[src/rtl/fxp_mult_pipe.sv]
// Pipelined sign-magnitude fixed-point multiplier with valid/ready handshake.
// The product is formed ahead of slot 0; the remaining slots form a collapsing skid pipeline.
module fxp_mult_pipe #(
    parameter int WIDTH  = 16,
    parameter int FRAC   = 8,
    parameter int STAGES = 2,
    parameter int ROUND  = 1,
    parameter int SAT    = 1
) (
    input  logic             clk,
    input  logic             rst_n,
    input  logic             in_valid,
    output logic             in_ready,
    input  logic [WIDTH-1:0] in_a,
    input  logic [WIDTH-1:0] in_b,
    output logic             out_valid,
    input  logic             out_ready,
    output logic [WIDTH-1:0] out_p,
    output logic             out_ovf
);

    localparam int MW  = WIDTH - 1;
    localparam int PW  = 2 * MW;
    localparam int RSH = (FRAC > 0) ? FRAC - 1 : 0;
    localparam logic [PW:0] ONE     = {{PW{1'b0}}, 1'b1};
    localparam logic [PW:0] RND_ADD = (ROUND != 0 && FRAC > 0) ? (ONE << RSH) : '0;

    logic [PW-1:0]    prod;
    logic [PW:0]      rounded;
    logic [PW:0]      m_wide;
    logic             ovf_new;
    logic [MW-1:0]    mag;
    logic [WIDTH-1:0] p_new;

    always_comb begin
        prod    = {{MW{1'b0}}, in_a[MW-1:0]} * {{MW{1'b0}}, in_b[MW-1:0]};
        rounded = {1'b0, prod} + RND_ADD;
        m_wide  = rounded >> FRAC;
        ovf_new = |m_wide[PW:MW];
        mag     = m_wide[MW-1:0];
        if (ovf_new && SAT != 0) begin
            mag = '1;
        end
        // a zero magnitude always leaves with a positive sign
        p_new   = {(in_a[MW] ^ in_b[MW]) & (|mag), mag};
    end

    logic [STAGES-1:0] valid_q;
    logic [STAGES-1:0] ovf_q;
    logic [WIDTH-1:0]  p_q [STAGES];
    logic [STAGES-1:0] free;

    // A slot may load when it is empty or its contents move on this cycle.
    always_comb begin
        logic carry;
        carry = out_ready;
        free  = '0;
        for (int i = STAGES - 1; i >= 0; i--) begin
            free[i] = !valid_q[i] | carry;
            carry   = free[i];
        end
    end

    assign in_ready = rst_n & free[0];

    always_ff @(posedge clk) begin
        if (!rst_n) begin
            valid_q <= '0;
            ovf_q   <= '0;
            for (int i = 0; i < STAGES; i++) begin
                p_q[i] <= '0;
            end
        end else begin
            if (free[0]) begin
                valid_q[0] <= in_valid;
                p_q[0]     <= p_new;
                ovf_q[0]   <= ovf_new;
            end
            for (int i = 1; i < STAGES; i++) begin
                if (free[i]) begin
                    valid_q[i] <= valid_q[i-1];
                    p_q[i]     <= p_q[i-1];
                    ovf_q[i]   <= ovf_q[i-1];
                end
            end
        end
    end

    assign out_valid = valid_q[STAGES-1];
    assign out_p     = p_q[STAGES-1];
    assign out_ovf   = ovf_q[STAGES-1];

endmodule

[config.mk]
export PLATFORM = sky130hd
export DESIGN_NAME = fxp_mult_pipe
export DESIGN_NICKNAME = d
export VERILOG_FILES = /design/src/rtl/fxp_mult_pipe.sv
export SDC_FILE = /design/constraint.sdc
export NUM_CORES = 1
export LEC_CHECK = 0
export CAP_MARGIN = 20
export CORE_MARGIN = 3
export CORE_UTILIZATION = 47
export CTS_BUF_LIST = sky130_fd_sc_hd__clkbuf_8
export DETAILED_ROUTE_END_ITERATION = 7
export PLACE_DENSITY = 0.65
export SETUP_SLACK_MARGIN = 0.02
export SYNTH_ARGS = -nofsm -noshare
export SYNTH_HDL_FRONTEND = slang
export SYNTH_SLANG_ARGS = --single-unit
[constraint.sdc]
create_clock -name clk -period 8.8 [get_ports clk]
set_clock_uncertainty 0.1 [all_clocks]
set_input_delay 1.32 -clock clk [delete_from_list [all_inputs] [get_ports clk]]
set_output_delay 1.32 -clock clk [all_outputs]
set_load 0.05 [all_outputs]
==> out/qor.csv, run 1 <==
metric,value,unit
Simple-Gate Fraction of Synth Area,0.181,
post-synth top area cell,fa_1,
initial antenna violation count,0,
Clock Sinks,36,
Setup TNS,0,ns
port buffer count,54,
Final Critical Period,8.30,ns
hold buffers post-CTS,0,
final wirelength,19900,µm
period utilization,0.943,
ANT cells,0,
Max Clk Rate,120,MHz
"Max FO, Critical Path",17,
Avg WL per Cell,15.0,µm
largest cells by area after synthesis,"fa_1, ha_1, edfxtp_1, and2_1, inv_1",
initial cell density of the core,0.482,
CTS Root Cell,clkbuf_8,
Hold Path Class,flip-flop to flip-flop,
Synth-to-Final Area Change,9.49,%
Final Max Tran Viols,0,
Worst Setup Start Kind,primary input,
CTS H-tree depth,2,
share of cells above drive strength 1,0.0631,
first-pass detailed-route iteration total,5,
Critical Path AT,8.20,ns
die area,21800,µm²
"flops & latches, synth",36,
most frequent cells in the layout,"inv_1, fa_1, nand2_1, and2_1, ha_1",
maxcap violations,0,
Die Y,148,µm
Synthesized Nets,1333,
Synth Cell Area,9440,µm²
"Req. time, crit path",8.70,ns
Worst-Skew Late Latency,0.28,ns
Area after DPL,10200,µm²
hpwl dp,17400,µm
RSZ-0062 raised after global routing,false,
vias per cell,5.21,
syn_area_per_cell,9.21,µm²
"Primary FF master, synth",edfxtp_1,
vias in the first global route,7147,
remaining routing DRC violations,0,
WHS,0.420,ns
CTS resizes,0,
clock buffer depth,2,
main combinational cell family by area after synthesis,adder cells,
Synth Area in XOR/XNOR,0.0204,
status,completed,
total track usage,0.189,
Die W,148,µm
CTS tree,yes,
Rel. slew slack,0.496,
# setup viols final,0,
compound-gate portion of the synthesized area,0.0737,
final hold violations,0,
Detail Route Antenna Nets,0,
Ys Warns,0,
Setup CP Type,primary input to flip-flop,
DR vias,6904,
Post-Syn Instances,1025,
io pins,55,
"commonest non-fill, non-tap cell in the layout",inv_1,
GRT overflow,0,
Worst path slowest cell,clkdlybuf4s50_1,
largest net degree at the start of global routing,24,
post-synth cell types,60,
max incr delay on CP,0.69,ns
Slew @ Worst Pin,0.754,ns
Post-synth ARST share,0,
Synth top area share,0.358,
CTS buffer count,5,
row count,51,
crit end category,flip-flop,
first-pass GRT wire length,34100,µm
mux share of post-synthesis cell area,0.00106,
net count reported at finish,1368,
sequential area share after synthesis,0.110,
routability cong.,0.846,
DR iter-0 viols,356,
clk slew on worst S/H paths,0.07,ns
core area,19600,µm²
Final Cell Area,10300,µm²
post-CTS setup buffer count,0,
Post-Synth Adder-Cell Area,0.495,
"EDFF count, synth",32,
[cell families (layout without fill, tap and decap cells)]
kind of cell / Yosys count / in the layout
simple gates: 326 / 326
fa+ha+maj: 272 / 272
buf+inv: 264 / 300
compound gates: 104 / 104
flops: 36 / 36
xor+xnor: 22 / 22
mux: 1 / 1
[path summary, 6_finish.rpt]
kind | depth (start not counted) | from | slack (ns) | to
hold / removal | 2 | ovf_q[0] | 0.42 | ovf_q[1]
setup reg to reg | 6 | valid_q[1] | 6.41 | p_q[0][15]
setup / recovery | 25 | in_b[3] | 0.50 | p_q[0][0]
hold reg to reg | 2 | ovf_q[0] | 0.42 | ovf_q[1]
[per-layer routing]
layer,share of wire,vias to the layer above,GRT usage
li1,-,3233,-
met1,0.43,3494,0.262
met2,0.51,150,0.331
met3,0.037,27,0.0113
met4,0.018,0,0.0373
met5,0,-,0
[final cells by class]
| cell class | count | area [µm²] |
|---|---|---|
| Inverter | 205 | 769 |
| Clock buffer | 5 | 68.8 |
| Multi-Input combinational cell | 725 | 7280 |
| Timing Repair Buffer | 87 | 801 |
| Clock inverter | 3 | 42.5 |
| Fill cell | 1879 | 9260 |
| Sequential cell | 36 | 1040 |
| Tap cell | 265 | 332 |
[critical path, delay by kind of cell]
kind / cells / cell delay (ns)
buf+inv: 8 / 1.19
compound gates: 6 / 1.42
fa+ha+maj: 7 / 3.36
simple gates: 4 / 0.89
[metrics by stage]
stage / util / cells / worst slack [ns]
2_1_floorplan: - / 1025 / 1.07
3_3_place_gp: 0.522 / 1318 / 0.323
3_5_place_dp: 0.522 / 1318 / 0.220
4_1_cts: 0.528 / 1326 / 0.487
5_1_grt: 0.528 / 1326 / 0.126
6_report: 0.528 / 1326 / 0.500
[sequential cells by signal, summed over array words and instances, names as in the netlist]
name and count:
p_q 32, valid_q 2, ovf_q 2
[cells in the mapped netlist, types with 3 or more instances]
master and instances:
inv_1 205, fa_1 169, nand2_1 130, and2_1 123
ha_1 103, a21oi_1 36, edfxtp_1 32, clkbuf_1 31
nor2_1 20, buf_4 18, and3_1 17, xnor2_1 13
a21oi_2 12, o21ai_0 11, xor2_1 9, nand4_1 8
buf_6 7, o21a_1 6, a211oi_1 5, nand3_1 5
o21ai_1 5, dfxtp_1 4, nor3_1 4, o21bai_1 4
a31oi_1 3, nor2b_1 3, nor4_1 3, o211ai_1 3
Power of run 1 is left out: the tool's default activity adds up to more than one toggle a clock period on the data nets, which glitch-free logic cannot reach.
==> inputs of run 2 (changes only) <==
- CORE_UTILIZATION: 47 -> 58
- PLACE_DENSITY: 0.65 -> 0.78
- RECOVER_POWER: unset -> 50
==> out/qor.csv, run 2 (synthesis gave the netlist of run 1 again) <==
metric,value,unit,change
status,completed,,unchanged
routability cong.,0.904,,was 0.846
R2R Path Start,valid_q[1],,unchanged
initial cell density of the core,0.594,,was 0.482
Avg WL per Cell,15.6,µm,was 15.0 µm
Die W,134,µm,was 148 µm
Setup TNS,0,ns,unchanged
vias in the first global route,7376,,was 7147
io pins,55,,unchanged
DR iter-0 viols,451,,was 356
die area,17800,µm²,was 21800 µm²
Clock Sinks,36,,unchanged
first-pass detailed-route iteration total,6,,was 5
final wirelength,19900,µm,about the same
vias per cell,5.49,,was 5.21
Rel. slew slack,0.494,,was 0.496
worst hold path depth,2,,unchanged
final hold violations,0,,unchanged
WHS,0.427,ns,was 0.420 ns
hpwl dp,17000,µm,was 17400 µm
Worst Setup Start Kind,primary input,,unchanged
initial antenna violation count,0,,unchanged
maxcap violations,0,,unchanged
Hold EP,ovf_q[1],,unchanged
row count,46,,was 51
Largest regs,"p_q (32), ovf_q (2), valid_q (2)",,unchanged
Die Y,134,µm,was 148 µm
port buffer count,54,,unchanged
hold_sp,ovf_q[0],,unchanged
hold buffers post-CTS,0,,unchanged
"Most flops, register",p_q,,unchanged
remaining routing DRC violations,0,,unchanged
Max Clk Rate,121,MHz,was 120 MHz
first-pass GRT wire length,33800,µm,was 34100 µm
# setup viols final,0,,unchanged
Final Max Tran Viols,0,,unchanged
reg-to-reg setup timing slack,6.39,ns,was 6.41 ns
core area,15900,µm²,was 19600 µm²
Hold Path Class,flip-flop to flip-flop,,unchanged
crit end category,flip-flop,,unchanged
clock buffer depth,2,,unchanged
"Req. time, crit path",8.70,ns,about the same
period utilization,0.942,,was 0.943
max reg flops,32,,unchanged
Setup CP Type,primary input to flip-flop,,unchanged
CTS resizes,0,,unchanged
FF-to-FF End,p_q[0][15],,unchanged
Critical Path AT,8.19,ns,was 8.20 ns
post-CTS setup buffer count,0,,unchanged
Final Critical Period,8.29,ns,was 8.30 ns
share of cells above drive strength 1,0.0604,,was 0.0631
CTS H-tree depth,2,,unchanged
Synth-to-Final Area Change,8.64,%,was 9.49%
CTS Root Cell,clkbuf_8,,unchanged
net count reported at finish,1366,,was 1368
most frequent cells in the layout,"inv_1, fa_1, nand2_1, and2_1, ha_1",,unchanged
Slew @ Worst Pin,0.757,ns,was 0.754 ns
DR vias,6996,,was 6904
largest net degree at the start of global routing,24,,unchanged
CTS buffer count,5,,unchanged
total track usage,0.231,,was 0.189
clk slew on worst S/H paths,0.07,ns,about the same
Detail Route Antenna Nets,0,,unchanged
Worst-Skew Late Latency,0.28,ns,about the same
GRT overflow,0,,unchanged
RSZ-0062 raised after global routing,false,,unchanged
CTS tree,yes,,unchanged
ANT cells,0,,unchanged
"Max FO, Critical Path",17,,unchanged
cells on worst reg2reg path,6,,unchanged
"commonest non-fill, non-tap cell in the layout",inv_1,,unchanged
==> run 2: how the worst max path moves through the flow <==
| stage | startpoint | endpoint | slack [ns] | depth (start not counted) |
|---|---|---|---|---|
| 3_3_place_gp | in_b[6] | p_q[0][1] | 0.39 | 25 |
| 2_1_floorplan | in_b[6] | p_q[0][10] | 1.07 | 25 |
| 3_5_place_dp | in_a[9] | p_q[0][1] | 0.26 | 24 |
| 4_1_cts | in_a[9] | p_q[0][1] | 0.55 | 24 |
| 6_report | in_a[9] | p_q[0][1] | 0.51 | 24 |
| 5_1_grt | in_a[9] | p_q[0][0] | 0.19 | 24 |
==> run 2: routing by layer <==
metal | routed length (µm) | vias to the layer above | global-route usage
li1 | - | 3223 | -
met1 | 8150 | 3509 | 0.295
met2 | 10200 | 218 | 0.418
met3 | 1000 | 46 | 0.0268
met4 | 527 | 0 | 0.0634
met5 | 0 | - | 0
==> run 2: final cells by class <==
cell class,count,area [µm²]
clock buffer,5,68.8
multi-input combinational,725,7280
inverter,205,769
timing repair buffer,85,786
fill,1330,5630
tap,216,270
clock inverter,3,38.8
sequential,36,1040
==> run 2: worst max-delay path, stage by stage <==
cell             delay [ns]
clkdlybuf4s50_1        0.81
nand2_1                0.15
fa_1                   0.52
fa_1                   0.54
inv_1                  0.06
fa_1                   0.50
inv_1                  0.05
fa_1                   0.52
inv_1                  0.05
fa_1                   0.48
inv_1                  0.05
fa_1                   0.47
inv_1                  0.04
ha_1                   0.39
nand2_2                0.12
a211oi_2               0.20
nand2_1                0.13
a21oi_1                0.34
o21ai_0                0.13
a311o_1                0.36
a2111o_1               0.38
nor4_4                 0.31
buf_12                 0.20
a21oi_1                0.07
==> run 2: through the flow <==
step | std cells | worst slack [ns] | instance area [µm²] | util
after floorplan | 1025 | 1.07 | 9440 | -
after global placement | 1267 | 0.392 | 10100 | 0.639
after detailed placement | 1267 | 0.258 | 10100 | 0.639
after CTS | 1275 | 0.551 | 10300 | 0.646
after global routing | 1275 | 0.188 | 10300 | 0.646
final | 1275 | 0.507 | 10300 | 0.646
Power of run 2 is left out for the same reason.
